`config.mk`:
```
export PLATFORM = sky130hd
export DESIGN_NAME = dynamic_output_arb_mux
export DESIGN_NICKNAME = d
export VERILOG_FILES = /design/src/rtl/dynamic_node_pkg.sv /design/src/rtl/dynamic_rr_pick.sv /design/src/rtl/dynamic_output_arb_mux.sv
export SDC_FILE = /design/constraint.sdc
export NUM_CORES = 1
export LEC_CHECK = 0
export ABC_CLOCK_PERIOD_IN_PS = 6380
export CAP_MARGIN = 20
export CORE_AREA = 2 2 234 236
export CTS_CLUSTER_DIAMETER = 60
export CTS_CLUSTER_SIZE = 24
export DETAILED_ROUTE_END_ITERATION = 16
export DIE_AREA = 0 0 236 238
export DONT_BUFFER_PORTS = 1
export PLACE_DENSITY = 0.38
export SLEW_MARGIN = 20
export SYNTH_ARGS = -nofsm -noshare
export SYNTH_HDL_FRONTEND = slang
export SYNTH_SLANG_ARGS = --single-unit
```
`constraint.sdc`:
```
create_clock -name clk -period 6.38 [get_ports clk]
set_clock_uncertainty 0.05 [all_clocks]
set_input_delay 0.638 -clock clk [delete_from_list [all_inputs] [get_ports clk]]
set_output_delay 0.638 -clock clk [all_outputs]
set_load 0.01 [all_outputs]
```
`src/rtl/dynamic_node_pkg.sv`:
```
// Shared definitions for the dynamic node output path: arbiter state
// encoding, header length-field defaults and the header length extractor.
// No ports; imported by dynamic_output_arb_mux and dynamic_rr_pick.
package dynamic_node_pkg;

  typedef enum logic [0:0] {
    ST_IDLE = 1'b0,   // waiting for a header, round-robin among channels
    ST_BODY = 1'b1    // wormhole-locked on one channel for body flits
  } arb_state_e;

  localparam int unsigned LEN_LSB_DEF = 22;
  localparam int unsigned LEN_W_DEF   = 8;

  // The extractor works on a fixed maximum flit/length width so it can be
  // shared by any instance; callers zero-extend the flit and truncate the
  // result to their own length width.
  localparam int unsigned FLIT_MAX_W = 512;
  localparam int unsigned LEN_MAX_W  = 16;

  function automatic logic [LEN_MAX_W-1:0] hdr_len(
    input logic [FLIT_MAX_W-1:0] flit,
    input int unsigned           lsb,
    input int unsigned           w
  );
    logic [FLIT_MAX_W-1:0] shifted;
    logic [LEN_MAX_W-1:0]  mask;
    shifted = flit >> lsb;
    // w == LEN_MAX_W wraps the shifted one to zero, giving an all-ones mask
    mask    = (LEN_MAX_W'(1) << w) - LEN_MAX_W'(1);
    return shifted[LEN_MAX_W-1:0] & mask;
  endfunction

endpackage

```
`src/rtl/dynamic_rr_pick.sv`:
```
// Round-robin picker: first requesting channel at or after rr_ptr, scanning
// upward with wrap-around. Purely combinational.
// Ports: req (request vector), rr_ptr (scan start), grant (one-hot), grant_idx (binary).
module dynamic_rr_pick #(
  parameter  int NUM_IN = 8,
  localparam int IW     = $clog2(NUM_IN)
) (
  input  logic [NUM_IN-1:0] req,
  input  logic [IW-1:0]     rr_ptr,
  output logic [NUM_IN-1:0] grant,
  output logic [IW-1:0]     grant_idx
);

  logic [IW:0]   sum;
  logic [IW-1:0] idx;
  logic          found;

  always_comb begin
    grant     = '0;
    grant_idx = '0;
    found     = 1'b0;
    sum       = '0;
    idx       = '0;
    for (int k = 0; k < NUM_IN; k++) begin
      // explicit wrap compare keeps non-power-of-two NUM_IN correct
      sum = {1'b0, rr_ptr} + (IW+1)'(k);
      if (sum >= (IW+1)'(NUM_IN)) begin
        sum = sum - (IW+1)'(NUM_IN);
      end
      idx = sum[IW-1:0];
      if (!found && req[idx]) begin
        found      = 1'b1;
        grant[idx] = 1'b1;
        grant_idx  = idx;
      end
    end
  end

endmodule

```
`src/rtl/dynamic_output_arb_mux.sv`:
```
// Wormhole output arbiter/mux: round-robin among input headers, locks the
// winner for its body flits, registered output with valid/yummy credit flow.
// Ports: clk, rst_n, in_data/in_valid/in_yummy (N inputs), out_data/out_valid/out_yummy.
// Optional DYNAMIC_OUTPUT_ARB_STATS_EN adds pkt_count and stall_count outputs.
module dynamic_output_arb_mux
  import dynamic_node_pkg::*;
#(
  parameter int NUM_IN  = 8,
  parameter int WIDTH   = 64,
  parameter int LEN_LSB = LEN_LSB_DEF,
  parameter int LEN_W   = LEN_W_DEF,
  parameter int CREDITS = 4
) (
  input  logic                    clk,
  input  logic                    rst_n,
  input  logic [NUM_IN*WIDTH-1:0] in_data,
  input  logic [NUM_IN-1:0]       in_valid,
  output logic [NUM_IN-1:0]       in_yummy,
  output logic [WIDTH-1:0]        out_data,
  output logic                    out_valid,
  input  logic                    out_yummy
`ifdef DYNAMIC_OUTPUT_ARB_STATS_EN
  ,
  output logic [31:0]             pkt_count,
  output logic [31:0]             stall_count
`endif
);

  localparam int IW = $clog2(NUM_IN);
  localparam int CW = $clog2(CREDITS + 1);

  arb_state_e        state_q, state_d;
  logic [IW-1:0]     rr_ptr_q, rr_ptr_d;
  logic [IW-1:0]     lock_q, lock_d;
  logic [LEN_W-1:0]  remaining_q, remaining_d;
  logic [CW-1:0]     credit_q, credit_d;
  logic              out_valid_q;
  logic [WIDTH-1:0]  out_data_q;

  logic [NUM_IN-1:0] pick_grant;
  logic [IW-1:0]     pick_idx;
  logic [IW-1:0]     sel_idx;
  logic [NUM_IN-1:0] sel_onehot;
  logic              cand_vld;
  logic              has_credit;
  logic              send;
  logic [WIDTH-1:0]  sel_flit;
  logic [LEN_W-1:0]  hdr_l;

  dynamic_rr_pick #(.NUM_IN(NUM_IN)) u_pick (
    .req       (in_valid),
    .rr_ptr    (rr_ptr_q),
    .grant     (pick_grant),
    .grant_idx (pick_idx)
  );

  // Send decision depends only on registered state, credit and in_valid,
  // so out_yummy never reaches in_yummy in the same cycle.
  always_comb begin
    sel_idx    = pick_idx;
    sel_onehot = pick_grant;
    cand_vld   = |in_valid;
    if (state_q == ST_BODY) begin
      sel_idx    = lock_q;
      sel_onehot = NUM_IN'(1) << lock_q;
      cand_vld   = in_valid[lock_q];
    end
    has_credit = (credit_q != '0);
    send       = cand_vld && has_credit;
    in_yummy   = send ? sel_onehot : '0;
  end

  assign sel_flit = in_data[sel_idx*WIDTH +: WIDTH];
  assign hdr_l    = LEN_W'(hdr_len(FLIT_MAX_W'(sel_flit), LEN_LSB, LEN_W));

  always_comb begin
    state_d     = state_q;
    rr_ptr_d    = rr_ptr_q;
    lock_d      = lock_q;
    remaining_d = remaining_q;
    case (state_q)
      ST_IDLE: begin
        if (send) begin
          lock_d   = pick_idx;
          rr_ptr_d = (pick_idx == IW'(NUM_IN - 1)) ? '0 : pick_idx + 1'b1;
          if (hdr_l != '0) begin
            state_d     = ST_BODY;
            remaining_d = hdr_l;
          end
        end
      end
      ST_BODY: begin
        if (send) begin
          remaining_d = remaining_q - 1'b1;
          if (remaining_q == LEN_W'(1)) begin
            state_d = ST_IDLE;
          end
        end
      end
      default: state_d = ST_IDLE;
    endcase
  end

  always_comb begin
    credit_d = credit_q;
    if (send && !out_yummy) begin
      credit_d = credit_q - 1'b1;
    end else if (!send && out_yummy && credit_q != CW'(CREDITS)) begin
      // saturate; a surplus return is flagged by the assertion below
      credit_d = credit_q + 1'b1;
    end
  end

  always_ff @(posedge clk or negedge rst_n) begin
    if (!rst_n) begin
      state_q     <= ST_IDLE;
      rr_ptr_q    <= '0;
      lock_q      <= '0;
      remaining_q <= '0;
      credit_q    <= CW'(CREDITS);
      out_valid_q <= 1'b0;
      out_data_q  <= '0;
    end else begin
      state_q     <= state_d;
      rr_ptr_q    <= rr_ptr_d;
      lock_q      <= lock_d;
      remaining_q <= remaining_d;
      credit_q    <= credit_d;
      out_valid_q <= send;
      if (send) begin
        out_data_q <= sel_flit;
      end
    end
  end

  assign out_valid = out_valid_q;
  assign out_data  = out_data_q;

  credit_no_overflow: assert property (@(posedge clk) disable iff (!rst_n)
    !(out_yummy && !send && credit_q == CW'(CREDITS)));

`ifdef DYNAMIC_OUTPUT_ARB_STATS_EN
  logic [31:0] pkt_count_q;
  logic [31:0] stall_count_q;

  always_ff @(posedge clk or negedge rst_n) begin
    if (!rst_n) begin
      pkt_count_q   <= '0;
      stall_count_q <= '0;
    end else begin
      if (send && state_q == ST_IDLE) begin
        pkt_count_q <= pkt_count_q + 32'd1;
      end
      if (cand_vld && !has_credit && stall_count_q != '1) begin
        stall_count_q <= stall_count_q + 32'd1;
      end
    end
  end

  assign pkt_count   = pkt_count_q;
  assign stall_count = stall_count_q;
`else
  // statistics counters not built
`endif

endmodule

```
# Word level (Yosys, flattened, before mapping)
# Index checks and enable logic that the tools add are counted.
# W data, S select, Z words.
[totals] regBits=83 out_inout_bits=73 wordCells=182
[classes] addsub=19 order_cmp=25 eq_ne=6 shifts=2 muxes=81 n_bitwise=8 n_reduce_logical=34
[op_table] op="$shiftx A512 B10 Y64" n=1
[op_table] op="$mux W8" n=13
[op_table] op="$mux W3" n=20
[op_table] op="$or A8 B8 Y8" n=7
[op_table] op="$lt A3 B4 Y1 const B" n=9
[op_table] op="$mux W1" n=29
[op_table] op="$ge A4 B4 Y1 const B" n=7
[op_table] op="$bmux W1 S3" n=9
[op_table] op="$sub A3 B1 Y3 const B" n=9
[op_table] op="$demux W1 S3" n=8
[op_table] op="$ge A3 B1 Y1 const B" n=8
[op_table] op="$logic_and A1 B1 Y1" n=19
[op_table] op="$add A3 B3 Y4 const B" n=4
[op_table] op="$pmux W8 S2" n=1
[op_table] op="$logic_not A1 Y1" n=9
[op_table] op="$add A3 B2 Y4 const B" n=2
[op_table] op="$eq A8 B1 Y1 const B" n=1
[op_table] op="$reduce_bool A8 Y1" n=1
[op_table] op="$reduce_or A8 Y1" n=1
[op_table] op="$shl A1 B3 Y8 const A" n=1
[op_table] op="$sub A8 B1 Y8 const B" n=1
[op_table] op="$add A3 B1 Y3 const B" n=2
[op_table] op="$add A3 B1 Y4 const B" n=1
[op_table] op="$ge A3 B4 Y1 const B" n=1
[op_table] op="other kinds (10)" n=11

# Depth between registers and ports, before layout
# Gate-level depths: netlist of run 1.
[logic_depth] word_depth=32 depth_mapped=22 mapped_depth_nobuf=14

# By module
# From an unflattened synthesis of run 1, not the netlist that was laid out.
[hier_totals] cells_unflattened=877 area_unflattened_um2=9390.3
[modules_own_cells] mod="dynamic_output_arb_mux" n_inst=1 cells_per_inst=726 area_per_inst_um2=7922.6 seq_area_each_um2=2078.2
[modules_own_cells] mod="dynamic_rr_pick" n_inst=1 cells_per_inst=151 area_per_inst_um2=1467.7 seq_area_each_um2=0.0

# Least setup slack after synthesis of run 1
# OpenSTA, ideal clock, no wires.
[synth_path] path_type="flip-flop to flip-flop" startpoint="register rr_ptr_q[1]" endpoint="register remaining_q[5]" setup_ns=0.079 arrival_ns=4.637 t_required_ns=6.251 path_slack_ns=1.614 stages_incl_launch_ff=19 synth_period_minus_slack_ns=4.766 path_cell_list="dfrtp_1 > buf_6 > buf_2 > inv_1 > ha_1 > buf_4 > buf_8 > mux2i_1 > mux4_2 > a32oi_4 > nor3_2 > o41ai_2 > or2_0 > buf_6 > mux4_2 > a2bb2oi_4 > o2111ai_2 > or4_1 > a2bb2oi_1"
[synth_via] elab_chain_cells=31
[synth_rtl] item="start, declared" line_no="dynamic_output_arb_mux.sv:33" source="logic [IW-1:0] rr_ptr_q, rr_ptr_d;"
[synth_rtl] item="start signal, assigned" line_no="dynamic_output_arb_mux.sv:125" source="rr_ptr_q <= rr_ptr_d;"
[synth_rtl] item="parallel branches: the longest is 25 deep, another holds $add A3 B1 Y4"
[synth_rtl] item="$mux W3 (*)" line_no="dynamic_rr_pick.sv:31" source="if (!found && req[idx]) begin"
[synth_rtl] item="$mux W3 (*)" line_no="dynamic_output_arb_mux.sv:63" source="if (state_q == ST_BODY) begin"
[synth_rtl] item="$shiftx A512 B10 Y64 (*)" line_no="dynamic_output_arb_mux.sv:73" source="assign sel_flit = in_data[sel_idx*WIDTH +: WIDTH];"
[synth_rtl] item="$reduce_bool A8 Y1 / $mux W8 (equally long branches)" line_no="dynamic_output_arb_mux.sv:86" source="if (hdr_l != '0) begin"
[synth_rtl] item="$ne A2 B2 Y1 (no line) / $mux W8 (equally long branches)"
[synth_rtl] item="$reduce_and A3 Y1 (no line) / $pmux W8 S2 (equally long branches)"
[synth_rtl] item="end signal, assigned" line_no="dynamic_output_arb_mux.sv:127" source="remaining_q <= remaining_d;"
[synth_rtl] item="end, declared" line_no="dynamic_output_arb_mux.sv:35" source="logic [LEN_W-1:0] remaining_q, remaining_d;"
# Every way passes the cells marked *. The select of a mux whose other input is x is not followed.
# A chain may end at the register's enable or synchronous reset.

# Worst setup path in the final report of run 1
[layout_path] startpoint="register rr_ptr_q[0]" endpoint="register remaining_q[3]"
# Same word-level chain as after synthesis.

==> results of run 1 <==
power breakdown:
group | switching [mW] | internal, mW
combinational | 0.418 | 0.239
clock | 0.280 | 0.392
sequential | 0.433 | 0.746
total | 1.13 | 1.38
flip-flops by register name, indices dropped and copies added (netlist names):
| name | flops |
|---|---|
| credit_q | 3 |
| lock_q | 3 |
| out_data | 64 |
| out_valid | 1 |
| remaining_q | 8 |
| rr_ptr_q | 3 |
| state_q | 1 |
kinds of logic (layout without fill, tap and decap cells):
logic type	Yosys count	after routing	share of synthesized area (%)
AO/OA/AOI/OAI	305	305	22.1
AND/OR/NAND/NOR	887	887	38.7
buffers and inverters	158	66	6.73
other	0	25	0
multiplexers	71	71	9.30
adder cells (fa/ha/maj)	10	10	1.35
flip-flops	83	83	21.2
XOR/XNOR	6	6	0.613
worst max path at each step:
stage                startpoint        endpoint  slack, ps
floorplan           rr_ptr_q[1]  remaining_q[5]       1610
global placement    rr_ptr_q[0]    out_data[14]       1200
detailed placement  rr_ptr_q[0]  remaining_q[5]       1170
CTS                 rr_ptr_q[0]  remaining_q[5]       1160
global route        rr_ptr_q[0]  remaining_q[5]        750
finish              rr_ptr_q[0]  remaining_q[3]       1120
worst max-delay path, cell delays in order, from the launching register on:
cell and delay [ps]:
dfrtp_1 350, inv_2 120, ha_1 670, mux2i_1 190
mux4_2 530, a32oi_4 420, nor3_4 150, and4_1 260
o31ai_4 550, buf_4 320, mux2i_1 260, mux2i_1 100
mux2i_1 340, o2111ai_2 220, o31ai_1 420, o221a_1 250
through the flow:
step | worst slack (ps) | instance area, µm² | std cells | hold slack (ps) | util (%)
6_report | 1120 | 10900 | 2149 | 57.1 | 20.3
5_1_grt | 751 | 10900 | 2144 | 25.9 | 20.3
4_1_cts | 1160 | 10800 | 2124 | 21.8 | 20.2
3_5_place_dp | 1170 | 10400 | 2107 | 299 | 19.5
3_3_place_gp | 1200 | 10400 | 2107 | 299 | 19.5
2_1_floorplan | 1610 | 9790 | 1520 | 292 | -
placed cells by master, fill, tap and decap left out, types with 3 or more instances in the layout:
cell type	instances
o22ai_1	3
nor4_1	5
mux4_2	14
or3_1	3
mux2_4	3
o221ai_1	10
a31oi_1	62
o31ai_1	5
o21ai_0	82
dfrtp_1	82
and3_1	58
nand3_1	134
buf_4	22
a311oi_1	58
mux2_2	6
a222oi_1	3
a22oi_1	4
mux2i_1	46
a211oi_1	4
xor2_1	3
nor3_1	13
inv_1	19
ha_1	9
diode_2	25
clkbuf_16	9
and4_1	3
bufinv_16	3
nand2b_1	7
nor2_1	47
a21oi_1	22
o211ai_1	9
nand2_1	603
a21boi_0	4
buf_12	7
area by class of cell:
cell class / count / area (µm²) / share of cell area (%)
sequential: 83 / 2080 / 19.1
clock buffer: 9 / 225 / 2.07
timing repair buffer: 30 / 333 / 3.06
antenna: 25 / 62.6 / 0.575
clock inverter: 7 / 130 / 1.20
multi-input combinational: 1279 / 7100 / 65.3
inverter: 20 / 75.1 / 0.690
tap: 696 / 871 / 8.01
routing by layer:
layer / up-vias / track usage (%)
met4: 4 / 9.65
met3: 85 / 6.24
met1: 5490 / 26.4
li1: 5197 / -
met2: 560 / 33.0
met5: - / 0
==> out/metrics.csv, run 1 <==
stage;metric;value;unit
worst_setup_path;r2r_slack;1120;ps
floorplan;placementRows;85;
timing;max_slew.worst_pin.slew;914;ps
synthesis;yosys_most_used_dff;dfrtp_1;
cells_and_area;nNetsFinal;1956;
worst_setup_path;r2r_cells;15;
placed_design;number_of_port_buffers;0;
run_status;status;finished, final reports clean;
synthesis;syn-cell-area;0.00979;mm²
synthesis;synth_cell_type_count;85;
synthesis;post_synth_most_frequent_cells;nand2_1, nand3_1, clkbuf_1, dfrtp_1, o21ai_0;
clock_network;cts.clk_slew.worst_paths;70;ps
grt;grt_antenna_before_repair;30;
timing;unrepaired_setup_endpoints_after_global_routing;false;
route;detailedRoute.firstIterationViolations;1038;
synthesis;synth_top_area_share;23.1;%
route;met2WireLength;27.5;mm
power;pwr_density_cell;231;mW/mm²
route;detail_route.first_pass.iterations;5;
power;p_total;2.51;mW
floorplan;fp.dieArea;0.0562;mm²
grt;grt_pass1_wl;84.6;mm
placed_design;hpwl;49.3;mm
route;route.layer.met1.wl;25.0;mm
worst_setup_path;critical_path.reg2reg.endpoint;remaining_q[3];
route;topRoutingLayerUsed;met5;
worst_setup_path;critPathKind;reg -> reg;
clock_network;tritoncts_num_sinks;83;
clock_network;tritoncts;done;
route;final_antenna_net_count;0;
timing;fin_tns_setup;0;ps
power;power.ir.vdd_worst;0.000139;V
synthesis;yosys_warnings;0;
route;detail_route.wl_per_cell;28.3;µm
floorplan;floorplan.initialDensity;18.3;%
route;post-route-drc-count;0;
synthesis;yosysSeqAreaShare;21.2;%
synthesis;post-synth-top-count-cell;nand2_1;
synthesis;syn-instance-count;1520;
floorplan;dieHeight;238;µm
worst_setup_path;crit_path_end_kind;register;
cells_and_area;area_growth;11.1;%
clock_network;cts-htree-levels;3;
grt;grt_max_degree;104;
synthesis;yosysTopAreaCell;nand2_1;
synthesis;synth.net_count;2053;
clock_network;cts_resized;0;
clock_network;cts-hold-fix-buffers;1;
synthesis;synth-async-reset-ratio;100;%
worst_setup_path;startpoint_types;register;
floorplan;die_w;236;µm
synthesis;syn_avg_cell_area;6.44;µm²
route;post_drt_via_cell_ratio;5.28;
timing;final_critical_path_time_including_i_o_delays_and_setup;5260;ps
clock_network;cts_post_setup_buffers_inserted;0;
worst_setup_path;worst_ep_arrival_time;5530;ps
synthesis;top_cells_by_area_synth;nand2_1, dfrtp_1, nand3_1;
power;power.static_leakage;4.52;nW
timing;timing.fmax;190;MHz
route;detailroute.wirelength.met3;5.65;mm
timing;timing_hold_violations_final;0;
floorplan;core;0.0535;mm²
timing;part_of_the_cycle_the_worst_path_needs;82.5;%
clock_network;clockRootBuffer;clkbuf_16;
worst_setup_path;critical_path_peak_fanout;12;
clock_network;clock_latency;380;ps
hold_path;timing.hold.worst.class;in -> async;
worst_setup_path;crit-reg2reg-launch;rr_ptr_q[0];
grt;grt_pass1_vias;11100;
timing;slew-limit-headroom;39.1;%
timing;final_max_slew_viol_count;0;
timing;final-setup-viol-count;0;
grt;grtUsageTotal;21.0;%
grt;remaining_overflow_grt;0;
route;vias;11300;
clock_network;numCtsBuffers;9;
flow_run;max-cap-violations;0;
route;drt_wl_total;60.8;mm
placed_design;place_congestion;0.972;
floorplan;ios;596;
cells_and_area;final_layout_size_suffix_gt1_share;6.51;%
clock_network;cts.path.max_buffers;2;
worst_setup_path;critical_path_required;6640;ps
cells_and_area;filler_cell_count;6145;
synthesis;yosys_register_bits;83;
synthesis;number_of_synthesized_flops_with_an_enable_pin;0;
Note: power is estimated with default switching activity, not from simulation.
==> run 2: changes to the inputs <==
- ABC_CLOCK_PERIOD_IN_PS: 6380 -> 4450
- PLACE_DENSITY: 0.38 -> 0.39
- clock period: 6.38 -> 4.45 ns (I/O delays scaled with it)
==> run 2 against run 1 <==
Core utilization rose by 2.2 points. Die area unchanged. First-iteration DRC count shrank 19%. Final cell count grew 5.4%. Sequential share of layout area decreased by 1.9 points. Critical path type unchanged.
==> out/metrics.csv, run 2 (synthesis results as in run 1) <==
stage;metric;value;unit
worst_setup_path;cp.depth;17;
power;power_frac_clock;22.3;%
clock_network;tritoncts_num_sinks;83;
worst_setup_path;critical-path-max-stage-delay;440;ps
run_status;status;finished, final reports clean;
placed_design;placed_cell_area;0.0113;mm²
timing;timing.fmax;229;MHz
clock_network;cts.path.max_buffers;2;
worst_setup_path;critPathTopFamily;simple AND/OR/NAND/NOR gates;
grt;remaining_overflow_grt;0;
power;power.ir.vdd_worst;0.000207;V
timing;max_slew.worst_pin.slew;697;ps
floorplan;ios;596;
timing;final-setup-viol-count;0;
worst_setup_path;critical_path_required;4700;ps
route;final_antenna_net_count;0;
clock_network;numCtsBuffers;9;
clock_network;clock_latency;380;ps
flow_run;max-cap-violations;0;
power;sequentialPowerShare;48.8;%
placed_design;hpwl;52.9;mm
power;p_total;3.56;mW
floorplan;fp.dieArea;0.0562;mm²
worst_setup_path;worst_ep_arrival_time;4610;ps
cells_and_area;area_growth;23.2;%
cells_and_area;final_layout_size_suffix_gt1_share;15.2;%
route;drt_wl_total;64.0;mm
cells_and_area;filler_cell_count;6075;
cells_and_area;most_frequent_cells_in_the_layout;nand2_1, nand3_1, buf_4;
worst_setup_path;critical_path_peak_fanout;25;
cells_and_area;nNetsFinal;2077;
placed_design;place_congestion;0.999;
grt;grt_max_degree;133;
clock_network;cts.clk_slew.worst_paths;80;ps
cells_and_area;finalCoreUtilization;22.6;%
timing;timing_hold_violations_final;0;
grt;grt_pass1_vias;11700;
worst_setup_path;crit_path_end_kind;register;
cells_and_area;number_of_flip_flops_under_the_largest_register_name;64;
timing;slew-limit-headroom;53.6;%
clock_network;clockRootBuffer;clkbuf_16;
grt;grtUsageTotal;21.9;%
timing;unrepaired_setup_endpoints_after_global_routing;true;
worst_setup_path;r2r_cells;17;
hold_path;whs_path_depth;2;
worst_setup_path;path_buf_inv;4;
power;p_sw_share;46.9;%
clock_network;tritoncts;done;
worst_setup_path;timing.critical_path.cells;inv_6 -> ha_4 -> buf_4 -> mux2i_1 -> mux2i_1 -> o221a_4 -> nor3_4 -> buf_4 -> a2111oi_4 -> or2_4 -> buf_6 -> nor3_1 -> nor3_1 -> o31a_1 -> or2_1 -> or3_1 -> a31oi_1;
timing;final_max_slew_viol_count;0;
worst_setup_path;startpoint_types;register;
power;power.static_leakage;5.15;nW
route;vias;11800;
route;detailroute.wirelength.met3;5.52;mm
worst_setup_path;critPathKind;reg -> reg;
clock_network;cts-htree-levels;3;
power;pwr_density_cell;295;mW/mm²
route;met2WireLength;29.0;mm
worst_setup_path;critical_path.slowest_cell;dfrtp_2;
route;detailedRoute.firstIterationViolations;843;
hold_path;timing.hold.worst.class;in -> reg;
cells_and_area;commonest_non_fill_non_tap_cell_in_the_layout;nand2_1;
floorplan;core;0.0535;mm²
route;post_drt_via_cell_ratio;5.23;
floorplan;floorplan.initialDensity;18.3;%
floorplan;dieHeight;238;µm
timing;final_critical_path_time_including_i_o_delays_and_setup;4360;ps
power;cell_internal_power_dissipation;1.89;mW
route;detail_route.wl_per_cell;28.3;µm
route;detail_route.first_pass.iterations;7;
route;route.layer.met1.wl;27.3;mm
cells_and_area;final_area;0.0121;mm²
grt;grt_pass1_wl;87.7;mm
floorplan;placementRows;85;
placed_design;number_of_port_buffers;0;
power;switchingPower;1.67;mW
grt;grt_antenna_before_repair;31;
floorplan;die_w;236;µm
route;topRoutingLayerUsed;met5;
timing;part_of_the_cycle_the_worst_path_needs;97.9;%
route;post-route-drc-count;0;
power;p_comb_share;28.8;%
[run 2: cell types whose count changed in the layout (fill, tap and decap cells not counted), sizes merged, moves of 2 or more]
cell,delta
buf,+119
bufinv,-3
clkbuf,+3
diode,-3
inv,-3
clkinv,+2
[run 2: per-stage QoR]
| step | TNS (ps) | worst slack, ps | hold WS, ps | std cells |
|---|---|---|---|---|
| 2_1_floorplan | -33.5 | -33.5 | 99.4 | 1520 |
| 3_3_place_gp | -187 | -59.0 | 102 | 2210 |
| 3_5_place_dp | -907 | -184 | 102 | 2210 |
| 4_1_cts | 0 | 2.41 | 209 | 2229 |
| 5_1_grt | -155 | -70.8 | 230 | 2262 |
| 6_report | 0 | 91.8 | 252 | 2266 |
[run 2: final timing paths]
| check | startpoint | to | slack [ps] |
|---|---|---|---|
| min in group asynchronous | rst_n | rr_ptr_q[2] | 650 |
| worst min register to register | out_data[16] | out_data[16] | 500 |
| worst min-delay path | out_yummy | credit_q[1] | 250 |
| worst max-delay path | rr_ptr_q[1] | remaining_q[7] | 90 |
| max in group asynchronous | rst_n | out_data[39] | 3310 |
| worst max register to register | rr_ptr_q[1] | remaining_q[7] | 90 |
[run 2: timing repair]
action                                 4_1_cts  5_1_grt
setup buffers                                2       15
resized for setup                            3       33
hold buffers                                 2        0
gates cloned                                 0        1
endpoints found under the hold margin       83        0
pin swaps                                    1        8
setup endpoints to repair                   16       52
[run 2: area by class of cell]
| class | count | area, µm² | area share [%] |
|---|---|---|---|
| clock inverter | 4 | 33.8 | 0.280 |
| multi-input combinational | 1279 | 7280 | 60.3 |
| sequential | 83 | 2080 | 17.2 |
| clock buffer | 11 | 253 | 2.09 |
| antenna | 22 | 55.1 | 0.456 |
| inverter | 20 | 80.1 | 0.664 |
| tap | 696 | 871 | 7.22 |
| timing repair buffer | 151 | 1410 | 11.7 |
[run 2: power by group through the flow]
stage / sequential [mW] / clock (mW) / combinational (mW)
after floorplan: 1.39 / 0 / 0.707
after CTS: 1.76 / 0.856 / 1.02
after global placement: 1.78 / 0 / 0.973
after detailed placement: 1.78 / 0 / 0.988
after global routing: 1.79 / 0.875 / 1.17
final: 1.74 / 0.796 / 1.03
[run 2: metal layers]
metal | vias to the layer above | track usage, %
met5 | - | 0
met4 | 6 | 9.48
met3 | 94 | 6.52
met2 | 569 | 34.2
met1 | 5737 | 27.8
li1 | 5442 | -
==> run 3: changes to the inputs <==
- CELL_PAD_IN_SITES_DETAIL_PLACEMENT: not set -> 0
- CELL_PAD_IN_SITES_GLOBAL_PLACEMENT: not set -> 2
- CORE_AREA: 2 2 234 236 -> 2 2 229 231
- DIE_AREA: 0 0 236 238 -> 0 0 231 233
- PLACE_DENSITY: 0.39 -> 0.63
==> run 3 against run 2 <==
Worst setup slack worse by 160 ps. Die area down 4.2%. The flow now finishes with violations (setup timing). Core utilization is 1.7 points higher. Final area is 2.7% higher. Count of clock-buffer cells in the layout down 1. Critical path type unchanged. Power rose by 0.55%. Maximum frequency shrank 3.5%. Worst hold slack got worse by 8.2 ps. Routed wire length shrank 0.27%. Largest cell class unchanged. Non-clock buffer count up 12. Combinational power about the same. Sequential power shrank 7%.
==> out/metrics.csv, run 3 (synthesis results as in run 1) <==
stage;metric;value;unit
worst_setup_path;critical_path_required;4700;ps
grt;grt_pass1_wl;86.1;mm
route;final_antenna_net_count;0;
run_status;violated_checks;setup timing;
hold_path;whs_path_depth;2;
cells_and_area;final_layout_size_suffix_gt1_share;17.7;%
timing;slew-limit-headroom;42.5;%
worst_setup_path;worst_ep_arrival_time;4770;ps
clock_network;clockRootBuffer;clkbuf_16;
timing;fin_tns_setup;-128;ps
floorplan;core;0.0511;mm²
cells_and_area;finalCoreUtilization;24.3;%
worst_setup_path;path_buf_inv;4;
worst_setup_path;critical_path.slowest_cell;mux4_2;
timing;timing.fmax;221;MHz
worst_setup_path;r2r_cells;16;
timing;part_of_the_cycle_the_worst_path_needs;101;%
grt;remaining_overflow_grt;0;
worst_setup_path;critPathTopFamily;multiplexers;
timing;final-setup-viol-count;3;
clock_network;clock_latency;370;ps
placed_design;hpwl;51.5;mm
floorplan;die_w;231;µm
timing;final_critical_path_time_including_i_o_delays_and_setup;4520;ps
floorplan;dieHeight;233;µm
grt;grt_max_degree;90;
timing;timing_hold_violations_final;0;
floorplan;placementRows;83;
route;detailedRoute.firstIterationViolations;1273;
placed_design;place_congestion;0.976;
power;power.ir.vdd_worst;0.000204;V
route;post_drt_via_cell_ratio;5.33;
timing;setup_ws_post_layout;-66.1;ps
flow_run;max-cap-violations;0;
grt;grtUsageTotal;22.3;%
route;vias;12000;
grt;grt_pass1_vias;11400;
worst_setup_path;crit_path_end_kind;register;
worst_setup_path;startpoint_types;register;
clock_network;tritoncts;done;
floorplan;floorplan.initialDensity;19.2;%
cells_and_area;commonest_non_fill_non_tap_cell_in_the_layout;nand2_1;
grt;grt_antenna_before_repair;15;
run_status;status;complete, but fails checks;
clock_network;cts.clk_slew.worst_paths;70;ps
floorplan;ios;596;
placed_design;placement_setup_slack;-125;ps
worst_setup_path;timing.critical_path.cells;clkinv_4 -> ha_4 -> buf_12 -> mux2i_2 -> mux4_2 -> a32oi_4 -> buf_6 -> buf_12 -> nor3_4 -> o41ai_4 -> or2_4 -> mux4_2 -> a2bb2oi_4 -> o2111ai_2 -> or4_4 -> a2bb2oi_2;
cells_and_area;area_growth;26.6;%
worst_setup_path;critical-path-max-stage-delay;580;ps
route;detail_route.wl_per_cell;28.4;µm
route;drt_wl_total;63.8;mm
route;post-route-drc-count;0;
worst_setup_path;cp.depth;16;
clock_network;tritoncts_num_sinks;83;
timing;unrepaired_setup_endpoints_after_global_routing;true;
cells_and_area;most_frequent_cells_in_the_layout;nand2_1, nand3_1, buf_4;
timing;max_slew.worst_pin.slew;863;ps
floorplan;fp.dieArea;0.0538;mm²
placed_design;number_of_port_buffers;0;
timing;final_max_slew_viol_count;0;
power;power.static_leakage;5.31;nW
worst_setup_path;critPathKind;reg -> reg;
clock_network;numCtsBuffers;9;
cells_and_area;nNetsFinal;2089;
hold_path;timing.hold.worst.class;in -> reg;
clock_network;cts-htree-levels;3;
power;pwr_density_cell;289;mW/mm²
clock_network;cts.path.max_buffers;2;
cells_and_area;number_of_flip_flops_under_the_largest_register_name;64;
worst_setup_path;critical_path_peak_fanout;6;
route;detail_route.first_pass.iterations;5;
-- run 3: cell count changes in the layout (fill, tap and decap cells not counted), moves of 4 or more --
cell and change:
buf_12 -6, a311oi_1 -8, diode_2 -14, a311oi_2 +8, o221ai_1 -4, buf_8 +5
buf_6 +8, o221ai_2 +4
-- run 3: worst register-to-register path: cells and delay by family (launching register included) --
family / cells / cell delay, ps
AND/OR/NAND/NOR: 3 / 860
multiplexers: 3 / 1240
flip-flops: 1 / 410
adder cells (fa/ha/maj): 1 / 250
AO/OA/AOI/OAI: 5 / 1140
buffers and inverters: 4 / 480
-- run 3: what timing repair did --
action | in CTS | in global routing
hold buffers | 2 | 0
pin swaps | 3 | 31
hold endpoints to repair | 83 | 0
endpoints found under the setup margin | 19 | 57
gates resized for setup | 8 | 83
setup buffers | 2 | 26
gates cloned | 0 | 4
-- run 3: power by group --
part	switching [mW]	leakage [nW]	internal (mW)
registers	0.543	1.00	1.07
clock network	0.394	0.164	0.515
logic	0.627	4.14	0.429
-- run 3: routing by layer --
metal	GRT usage, %	wire length, µm	part of all wire (%)	vias to the layer above
li1	-	-	-	5453
met1	29.6	27300	43	5875
met2	35.1	29700	46	587
met3	6.56	5630	8.8	59
met4	5.60	1220	1.9	14
met5	0	85	0.13	-
-- run 3: cell type report --
type                    instances  area (µm²)
diodes                          8        20.0
flip-flops and latches         83        2080
inverters                      20        80.1
repair buffers                163        1610
clock buffers                  10         239
multi-input cells            1279        7420
well taps                     680         851
fillers                      5888       38700
clock inverters                 6        95.1
-- run 3: path summary, 6_finish.rpt --
check                      slack (ps)        endpoint         start
min                               240     credit_q[1]     out_yummy
max in group asynchronous        3300     rr_ptr_q[1]         rst_n
min in group asynchronous         580    out_data[14]         rst_n
max                               -70  remaining_q[5]   rr_ptr_q[1]
max reg2reg                       -70  remaining_q[5]   rr_ptr_q[1]
min reg2reg                       520    out_data[47]  out_data[47]
-- run 3: metrics by stage --
step / instance area (µm²) / hold WS, ps / total power, mW / cells
6_report: 12400 / 243 / 3.58 / 2249
3_5_place_dp: 11300 / 105 / 2.63 / 2192
5_1_grt: 12400 / 245 / 3.81 / 2246
3_3_place_gp: 11300 / 104 / 2.61 / 2192
4_1_cts: 11700 / 209 / 3.58 / 2212
2_1_floorplan: 9840 / 99.4 / 2.10 / 1520
